## src/rtl/note_led_visualizer_if.sv

```systemverilog
// Note-event bus between the key-scan logic and the LED display driver.
interface note_led_visualizer_if #(
  parameter int NUM_LEDS = 16,
  parameter int NOTE_W   = 5
);
  logic                note_valid;
  logic [NOTE_W-1:0]   note;
  logic                bar_mode;
  logic                clear;
  logic [NUM_LEDS-1:0] leds;
  logic                any_active;
  logic                note_err;

  modport master (
    output note_valid, note, bar_mode, clear,
    input  leds, any_active, note_err
  );

  modport slave (
    input  note_valid, note, bar_mode, clear,
    output leds, any_active, note_err
  );
endinterface

```

## src/rtl/note_led_visualizer.sv

```systemverilog
// Note-to-LED display driver: each hit lights a slot (or a bar of slots up to it)
// and holds it for HOLD_TICKS prescaled decay ticks. Slot 0 drives the LED MSB.
module note_led_visualizer #(
  parameter int NUM_LEDS   = 16,
  parameter int NOTE_W     = 5,
  parameter int HOLD_TICKS = 8,
  parameter int TICK_DIV   = 500000,
  parameter int CNT_W      = 4
) (
  input  logic              clk,
  input  logic              reset_n,
  note_led_visualizer_if.slave bus
);

  localparam int PS_W = (TICK_DIV > 1) ? $clog2(TICK_DIV) : 1;

  logic [PS_W-1:0]                ps_q, ps_d;
  logic [NUM_LEDS-1:0][CNT_W-1:0] cnt_q, cnt_d;
  logic                           err_q, err_d;
  logic                           tick;
  logic                           hit;
  logic                           in_range;
  logic [31:0]                    note_ext;
  logic [NUM_LEDS-1:0]            leds_w;

  always_comb begin
    note_ext = 32'(bus.note);
    in_range = (note_ext < 32'(NUM_LEDS));
    tick     = (ps_q == PS_W'(TICK_DIV - 1));
    ps_d     = tick ? '0 : ps_q + 1'b1;
    // Out-of-range flag is reported even when clear drops the event.
    err_d    = bus.note_valid & ~in_range;
    hit      = 1'b0;
    for (int k = 0; k < NUM_LEDS; k++) begin
      hit = bus.note_valid & in_range &
            (bus.bar_mode ? (32'(k) <= note_ext) : (32'(k) == note_ext));
      cnt_d[k] = cnt_q[k];
      if (bus.clear)
        cnt_d[k] = '0;
      else if (hit)
        cnt_d[k] = CNT_W'(HOLD_TICKS);
      else if (tick && (cnt_q[k] != '0))
        cnt_d[k] = cnt_q[k] - 1'b1;
    end
  end

  always_ff @(posedge clk or negedge reset_n) begin
    if (!reset_n) begin
      ps_q  <= '0;
      cnt_q <= '0;
      err_q <= 1'b0;
    end else begin
      ps_q  <= ps_d;
      cnt_q <= cnt_d;
      err_q <= err_d;
    end
  end

  // LEDs decode straight from the counters so reset darkens them immediately.
  always_comb begin
    leds_w = '0;
    for (int k = 0; k < NUM_LEDS; k++)
      leds_w[NUM_LEDS-1-k] = (cnt_q[k] != '0);
  end

  assign bus.leds       = leds_w;
  assign bus.any_active = |leds_w;
  assign bus.note_err   = err_q;

endmodule
```

## src/flat_wrapper.sv

```systemverilog
// flat-port wrapper written by rule: the top's interface ports become plain ports
module note_led_visualizer_flat 
#(
  parameter int NUM_LEDS   = 16,
  parameter int NOTE_W     = 5,
  parameter int HOLD_TICKS = 8,
  parameter int TICK_DIV   = 500000,
  parameter int CNT_W      = 4
)
  (clk, reset_n, bus_note_valid, bus_note, bus_bar_mode, bus_clear, bus_leds, bus_any_active, bus_note_err);
  note_led_visualizer_if #(.NUM_LEDS(NUM_LEDS), .NOTE_W(NOTE_W)) bus_i ();
  input  logic clk;
  input  logic reset_n;
  input wire logic [$bits(bus_i.note_valid)-1:0] bus_note_valid;
  input wire logic [$bits(bus_i.note)-1:0] bus_note;
  input wire logic [$bits(bus_i.bar_mode)-1:0] bus_bar_mode;
  input wire logic [$bits(bus_i.clear)-1:0] bus_clear;
  output wire logic [$bits(bus_i.leds)-1:0] bus_leds;
  output wire logic [$bits(bus_i.any_active)-1:0] bus_any_active;
  output wire logic [$bits(bus_i.note_err)-1:0] bus_note_err;
  assign bus_i.note_valid = bus_note_valid;
  assign bus_i.note = bus_note;
  assign bus_i.bar_mode = bus_bar_mode;
  assign bus_i.clear = bus_clear;
  assign bus_leds = bus_i.leds;
  assign bus_any_active = bus_i.any_active;
  assign bus_note_err = bus_i.note_err;
  note_led_visualizer #(.NUM_LEDS(NUM_LEDS), .NOTE_W(NOTE_W), .HOLD_TICKS(HOLD_TICKS), .TICK_DIV(TICK_DIV), .CNT_W(CNT_W)) u_core (.clk(clk), .reset_n(reset_n), .bus(bus_i));
endmodule
```

## config.mk

```make
export PLATFORM = sky130hd
export DESIGN_NAME = note_led_visualizer_flat
export DESIGN_NICKNAME = d
export VERILOG_FILES = /design/src/rtl/note_led_visualizer_if.sv /design/src/rtl/note_led_visualizer.sv /design/src/flat_wrapper.sv
export SDC_FILE = /design/constraint.sdc
export NUM_CORES = 1
export LEC_CHECK = 0
export BUFFER_PORTS_ARGS = -buffer_cell sky130_fd_sc_hd__buf_2
export CORE_ASPECT_RATIO = 1.75
export CORE_MARGIN = 5
export CORE_UTILIZATION = 45
export CTS_BUF_LIST = sky130_fd_sc_hd__clkbuf_8
export DETAILED_ROUTE_END_ITERATION = 10
export PLACE_DENSITY = 0.6
export REMOVE_ABC_BUFFERS = 1
export SLEW_MARGIN = 5
export SYNTH_ARGS = -nofsm -noshare
export SYNTH_HDL_FRONTEND = slang
export SYNTH_SLANG_ARGS = --single-unit
```

## constraint.sdc

```tcl
create_clock -name clk -period 2.9 [get_ports clk]
set_input_delay 0.725 -clock clk [delete_from_list [all_inputs] [get_ports clk]]
set_output_delay 0.725 -clock clk [all_outputs]
set_load 0.03 [all_outputs]
```

==> run summary, run 1 <==
status -> finished, final reports clean
Yosys cell types -> 52
Synth Instances -> 591
RSZ-0062 raised after global routing -> no
Seq pwr share -> 52.6%
total wire length -> 14.1 mm
cell taking the most area after synthesis -> dfrtp_1
initial antenna violation count -> 0
DR WL/cell -> 18.9 um
setup violators final -> 0
beginning of the critical path -> u_core.cnt_q[4]
DP Wirelength -> 9.53 mm
row count -> 51
Pleak -> 2.36 nW
DR vias -> 4751
max-slew violations -> 0
Psw -> 0.612 mW
crit-path max cell delay -> 390 ps
Residual DRC -> 0
CTS Sinks -> 84
GRT overflow -> 0
first-pass GRT wire length -> 23.7 mm
layout cells sized above 1 -> 16.4%
setup TNS -> 0 ps
post-synthesis cell area -> 5150 um^2
TritonRoute pass-1 iters -> 5
clock skew -> 12.3 ps
Initial Utilization -> 46.1%
CP required -> 2170 ps
Die H -> 151 um
slew margin rel. -> 56.1%
EDFF count, synth -> 0
most frequent CP cell -> buf_4
Post-DRT Antenna Nets -> 0
RD Place Congestion -> 0.859
H-tree depth -> 3
crit path kind -> flip-flop to output pin
WP data arrival -> 2060 ps
Num CTS Buffers -> 9
Critical R2R Capture -> u_core.cnt_q[37]
clock root buffer -> clkbuf_8
post-synthesis sequential area ratio -> 40.8%
vias in the first global route -> 4770
core area -> 11200 um^2
vias per cell -> 6.36
Hold Path Class -> input port to asynchronous set/reset pin
Peak VDD IR -> 0.262 mV
critical path endpoint -> bus_any_active
clock latency on the worst-skew pair -> 360 ps
synthesis-to-layout area growth -> 11.2%
WHS -> 337 ps
Tmin final -> 2780 ps
Tot GR Track Use -> 21.1%
nets -> 637
Fmax -> 0.359 GHz
Synth Flop Type -> dfrtp_1
Worst Tran Pin Value -> 659 ps
final period utilization -> 96.0%
synth warn -> 0
r2r worst-path depth -> 4
FF-to-FF Start -> u_core.ps_q[6]
die area -> 13800 um^2
crit-path cells -> inv_1 > ha_2 > nor2b_2 > nand2b_1 > nor4_2 > buf_4 > nand4_1 > buf_4
Avg Synthesized Cell Area -> 8.71 um^2
DR iter-0 viols -> 271
delay-heaviest family, CP -> simple AND/OR/NAND/NOR gates
CTS tree -> yes
leading post-synthesis cells by instance count -> 84 x dfrtp_1, 44 x a21oi_1, 44 x nand4_1, 39 x o21ai_0, 37 x nand3_1
IO buf count -> 27
top cells by area, synth -> dfrtp_1 41%, nand4_1 5.3%, a21oi_1 4.3%, ha_1 4.1%, o21ai_0 3.8%
fin area -> 5720 um^2
largest net degree at the start of global routing -> 54
die width -> 90.8 um
clock network power share -> 38.1%
MaxCap Viol Count -> 0
Inserted Diodes -> 0
sw frac -> 27.1%
Max FO, Critical Path -> 3
CP Launch Type -> flip-flop
combinational power share -> 9.3%
Cell Area, Placed -> 5450 um^2
FILL cells -> 1060
internal power -> 1.65 mW
r2r setup slk -> 590 ps
asr flop ratio synth -> 100%
#FFs+latches synth -> 84
Hold Vio Cnt, Final -> 0
Synth top area share -> 40.8%
Setup crit end kind -> output pin
stages on the worst setup path -> 8
Max Root-Sink Buffers -> 2
slowest CP cell -> dfrtp_1
top-count cell post-synth -> dfrtp_1
clock-pin slew on the worst setup and hold paths -> 90 ps
Buf/Inv on CP -> 3
pwr dens -> 395 nW/um^2
Top Ports -> 28
metal layers:
| layer | wire length [um] | track usage (%) | part of all wire, % | up-vias |
|---|---|---|---|---|
| met5 | 0 | 0 | 0 | - |
| met3 | 589 | 2.87 | 4.2 | 19 |
| met4 | 272 | 8.88 | 1.9 | 0 |
| met1 | 5870 | 26.2 | 42 | 2356 |
| li1 | - | - | - | 2245 |
| met2 | 7390 | 36.9 | 52 | 131 |
cells by family after synthesis:
| family | after synthesis | share of synthesized area (%) |
|---|---|---|
| AO/OA/AOI/OAI | 159 | 19.4 |
| XOR/XNOR | 12 | 2.04 |
| buffers and inverters | 72 | 5.52 |
| adder cells (fa/ha/maj) | 17 | 4.13 |
| multiplexers | 6 | 1.19 |
| flip-flops | 84 | 40.8 |
| AND/OR/NAND/NOR | 241 | 26.8 |
stage by stage:
step	cells	total power [mW]	setup WS (ps)	util [%]
after global placement	727	1.41	349	48.8
after global routing	747	2.36	6.68	51.2
after detailed placement	727	1.41	364	48.8
final	747	2.26	117	51.2
after CTS	744	2.30	57.5	50.8
after floorplan	553	1.31	-1190	-
state kept, by name (all words and copies together), names as in the netlist:
register / flops
u_core.bus.note_err: 1
u_core.cnt_q: 64
u_core.ps_q: 19
cell usage in the layout, fill, tap and decap left out, types with 5 or more instances in the layout:
master    instances
xor2_1            5
a31oi_1          28
o31ai_1           6
nand2b_1         12
buf_4            19
nand4_1          44
nand3_1          37
inv_1            34
a21oi_1          44
xnor2_1           7
nor3_1           21
dfrtp_1          84
clkbuf_8          9
or3_1            12
o21ai_0          39
or2_2             7
mux2i_1           5
ha_1             16
nor2b_1          15
buf_2            25
nand2_1          23
nor2_1           27
a311oi_1         14
a31o_2           15
nor4_1            6
repair_timing:
item,4_1_cts,5_1_grt
resized for setup,4,6
setup buffers,1,3
hold buffers,0,0
endpoints found under the setup margin,1,1
power by group through the flow:
stage               Clock (mW)  Combinational [mW]  Sequential [mW]
floorplan                    0               0.100             1.21
global placement             0               0.198             1.21
detailed placement           0               0.200             1.21
CTS                      0.902               0.207             1.19
global route             0.940               0.230             1.19
finish                   0.861               0.210             1.19
worst min-delay path by stage:
stage                          end  slack, ps  cells past startpoint
2_1_floorplan  u_core.bus.note_err        430                      0
5_1_grt            u_core.ps_q[14]        360                      1
6_report           u_core.ps_q[14]        340                      1
3_3_place_gp        u_core.ps_q[0]        470                      1
3_5_place_dp        u_core.ps_q[0]        490                      1
4_1_cts            u_core.ps_q[14]        340                      1
area by class of cell:
cell class | count | area [um^2] | area share (%)
Timing Repair Buffer | 46 | 308 | 5.38
Multi-Input combinational cell | 435 | 2820 | 49.3
Sequential cell | 84 | 2100 | 36.7
Clock inverter | 7 | 75.1 | 1.31
Clock buffer | 9 | 124 | 2.16
Inverter | 34 | 128 | 2.23
Tap cell | 132 | 165 | 2.89
(Power assumes the default switching activity.)
==> run 2, diff against run 1 <==
- ABC_AREA: not set -> 1
- CORE_UTILIZATION: 45 -> 52
- PLACE_DENSITY: 0.6 -> 0.67
==> run 2 against run 1 <==
  * Via count increased by 14%
  * First-iteration DRC count decreased by 9.2%
  * Worst setup slack improved by 88 ps
  * Combinational power increased to 2.7 times the previous value
  * Count of clock-buffer cells in the layout unchanged
  * Sequential power increased by 7%
  * Final cell count increased by 33%
  * Critical path type unchanged
==> run summary, run 2 <==
most frequent CP cell -> nand3_1
Critical R2R Capture -> u_core.cnt_q[27]
clock latency on the worst-skew pair -> 370 ps
setup violators final -> 0
Fmax -> 0.371 GHz
Initial Utilization -> 52.5%
FF-to-FF Start -> u_core.ps_q[0]
die area -> 13400 um^2
final period utilization -> 92.9%
vias in the first global route -> 5298
Tot GR Track Use -> 22.2%
setup TNS -> 0 ps
final core occ -> 57.3%
TritonRoute pass-1 iters -> 5
FILL cells -> 1053
CP required -> 2170 ps
CP Launch Type -> flip-flop
Post-DRT Antenna Nets -> 0
Top Ports -> 28
#FFs+latches synth -> 84
die width -> 89.5 um
crit path kind -> flip-flop to output pin
Max FO, Critical Path -> 4
post-synthesis sequential area ratio -> 36.5%
max reg flops -> 64
leading cell type in the layout, fill and taps excluded -> nand2_1
Storage cell area -> 2100 um^2
post-synthesis cell area -> 5760 um^2
Synth Flop Type -> dfrtp_1
slew margin rel. -> 64.9%
first-pass GRT wire length -> 23.5 mm
Die H -> 149 um
Buf/Inv on CP -> 2
largest net degree at the start of global routing -> 48
asr flop ratio synth -> 100%
beginning of the critical path -> u_core.cnt_q[52]
initial antenna violation count -> 0
top cells by area, synth -> dfrtp_1 37%, nand2_1 15%, nand3_1 9.4%, inv_1 7.4%, nor2_1 5.7%
core area -> 11000 um^2
Worst Tran Pin Value -> 527 ps
leading post-synthesis cells by instance count -> 233 x nand2_1, 114 x inv_1, 108 x nand3_1, 87 x nor2_1, 84 x dfrtp_1
PostCTS Resize Cnt -> 0
status -> finished, final reports clean
EDFF count, synth -> 0
hold_buf cts -> 0
setup bufs post-CTS -> 0
Setup crit end kind -> output pin
RSZ-0062 raised after global routing -> no
Yosys cell types -> 38
clock skew -> 13.3 ps
row count -> 51
Hold Vio Cnt, Final -> 0
WP data arrival -> 1970 ps
r2r worst-path depth -> 9
Inserted Diodes -> 0
Residual DRC -> 0
DR vias -> 5396
CTS tree -> yes
gr busiest metal -> met2
GR Layer Usage met3 -> 2.99%
DR iter-0 viols -> 246
met2 Use GR -> 40.1%
met1 Track Usage GR -> 24.4%
Synth top area share -> 36.5%
total wire length -> 13.8 mm
Synth Instances -> 829
clock root buffer -> clkbuf_8
Max Root-Sink Buffers -> 2
CTS Sinks -> 84
most frequent cells in the layout -> 233 x nand2_1, 116 x inv_1, 108 x nand3_1
max-slew violations -> 0
synth warn -> 0
MaxCap Viol Count -> 0
Cell Area, Placed -> 6050 um^2
footprint of the multi-input gates -> 3110 um^2
cell taking the most area after synthesis -> dfrtp_1
Most flops, register -> u_core.cnt_q
pwr dens -> 452 nW/um^2
IO buf count -> 27
Avg Synthesized Cell Area -> 6.95 um^2
Num CTS Buffers -> 9
Hold Path Class -> input port to asynchronous set/reset pin
top-count cell post-synth -> nand2_1
WHS -> 312 ps
nets -> 885
delay-heaviest family, CP -> simple AND/OR/NAND/NOR gates
DR WL/cell -> 13.9 um
DP Wirelength -> 10.4 mm
layout cells sized above 1 -> 10.8%
r2r setup slk -> 700 ps
RD Place Congestion -> 0.906
crit-path max cell delay -> 380 ps
GRT overflow -> 0
slowest CP cell -> dfrtp_1
synthesis-to-layout area growth -> 9.19%
crit-path cells -> inv_1 > ha_1 > nand3_1 > nor2_1 > nand2_1 > nor2_2 > nand3_1 > buf_4
clock-pin slew on the worst setup and hold paths -> 90 ps
H-tree depth -> 3
Peak VDD IR -> 0.259 mV
Tmin final -> 2700 ps
fin area -> 6290 um^2
vias per cell -> 5.42
Pleak -> 3.35 nW
==> run 2: logic make-up after synthesis <==
kind of cell               Yosys count  share of synthesized area [%]
and+or+nand+nor                    514                           40.8
adders and majority gates           17                           3.69
AOI/OAI and AO/OA                   53                           5.56
DFF                                 84                           36.5
xor gates and xnor gates            26                           3.95
buffers and inverters              135                           9.50
==> run 2: final cells by class <==
cell class,count,share of cell area [%]
sequential,84,33.4
tap,132,2.63
clock buffer,9,1.97
multi-input combinational,610,49.5
inverter,120,7.16
clock inverter,7,1.73
timing repair buffer,33,3.54
==> run 2: metal layers <==
layer / share of wire, % / up-vias
li1: - / 2715
met4: 3.8 / 0
met2: 54 / 114
met5: 0 / -
met3: 2.9 / 40
met1: 39 / 2527
==> run 2: worst register-to-register path, delay by kind of cell, from the launching register on <==
kind                     cells  cell delay (ps)
AND/OR/NAND/NOR              8             1500
flip-flops                   1              380
adder cells (fa/ha/maj)      1              260
==> run 2: how the worst max path moves through the flow <==
stage	endpoint	slack (ps)	cells past startpoint
floorplan	bus_any_active	570	7
global route	bus_any_active	20	10
global placement	bus_any_active	550	10
finish	bus_any_active	200	8
detailed placement	bus_any_active	490	8
CTS	bus_any_active	90	8
==> run 2: stage by stage <==
stage          cells  worst slack (ps)  power, mW
5_1_grt          995              20.6       2.98
3_3_place_gp     979               546       1.85
2_1_floorplan    814               573       1.68
3_5_place_dp     979               491       1.86
6_report         995               205       2.84
4_1_cts          995              88.3       2.86
==> run 2: where the power goes <==
part	switching, mW	internal (mW)	total (mW)
Sequential	0.0457	1.22	1.27
Clock	0.436	0.563	0.999
Combinational	0.395	0.180	0.575
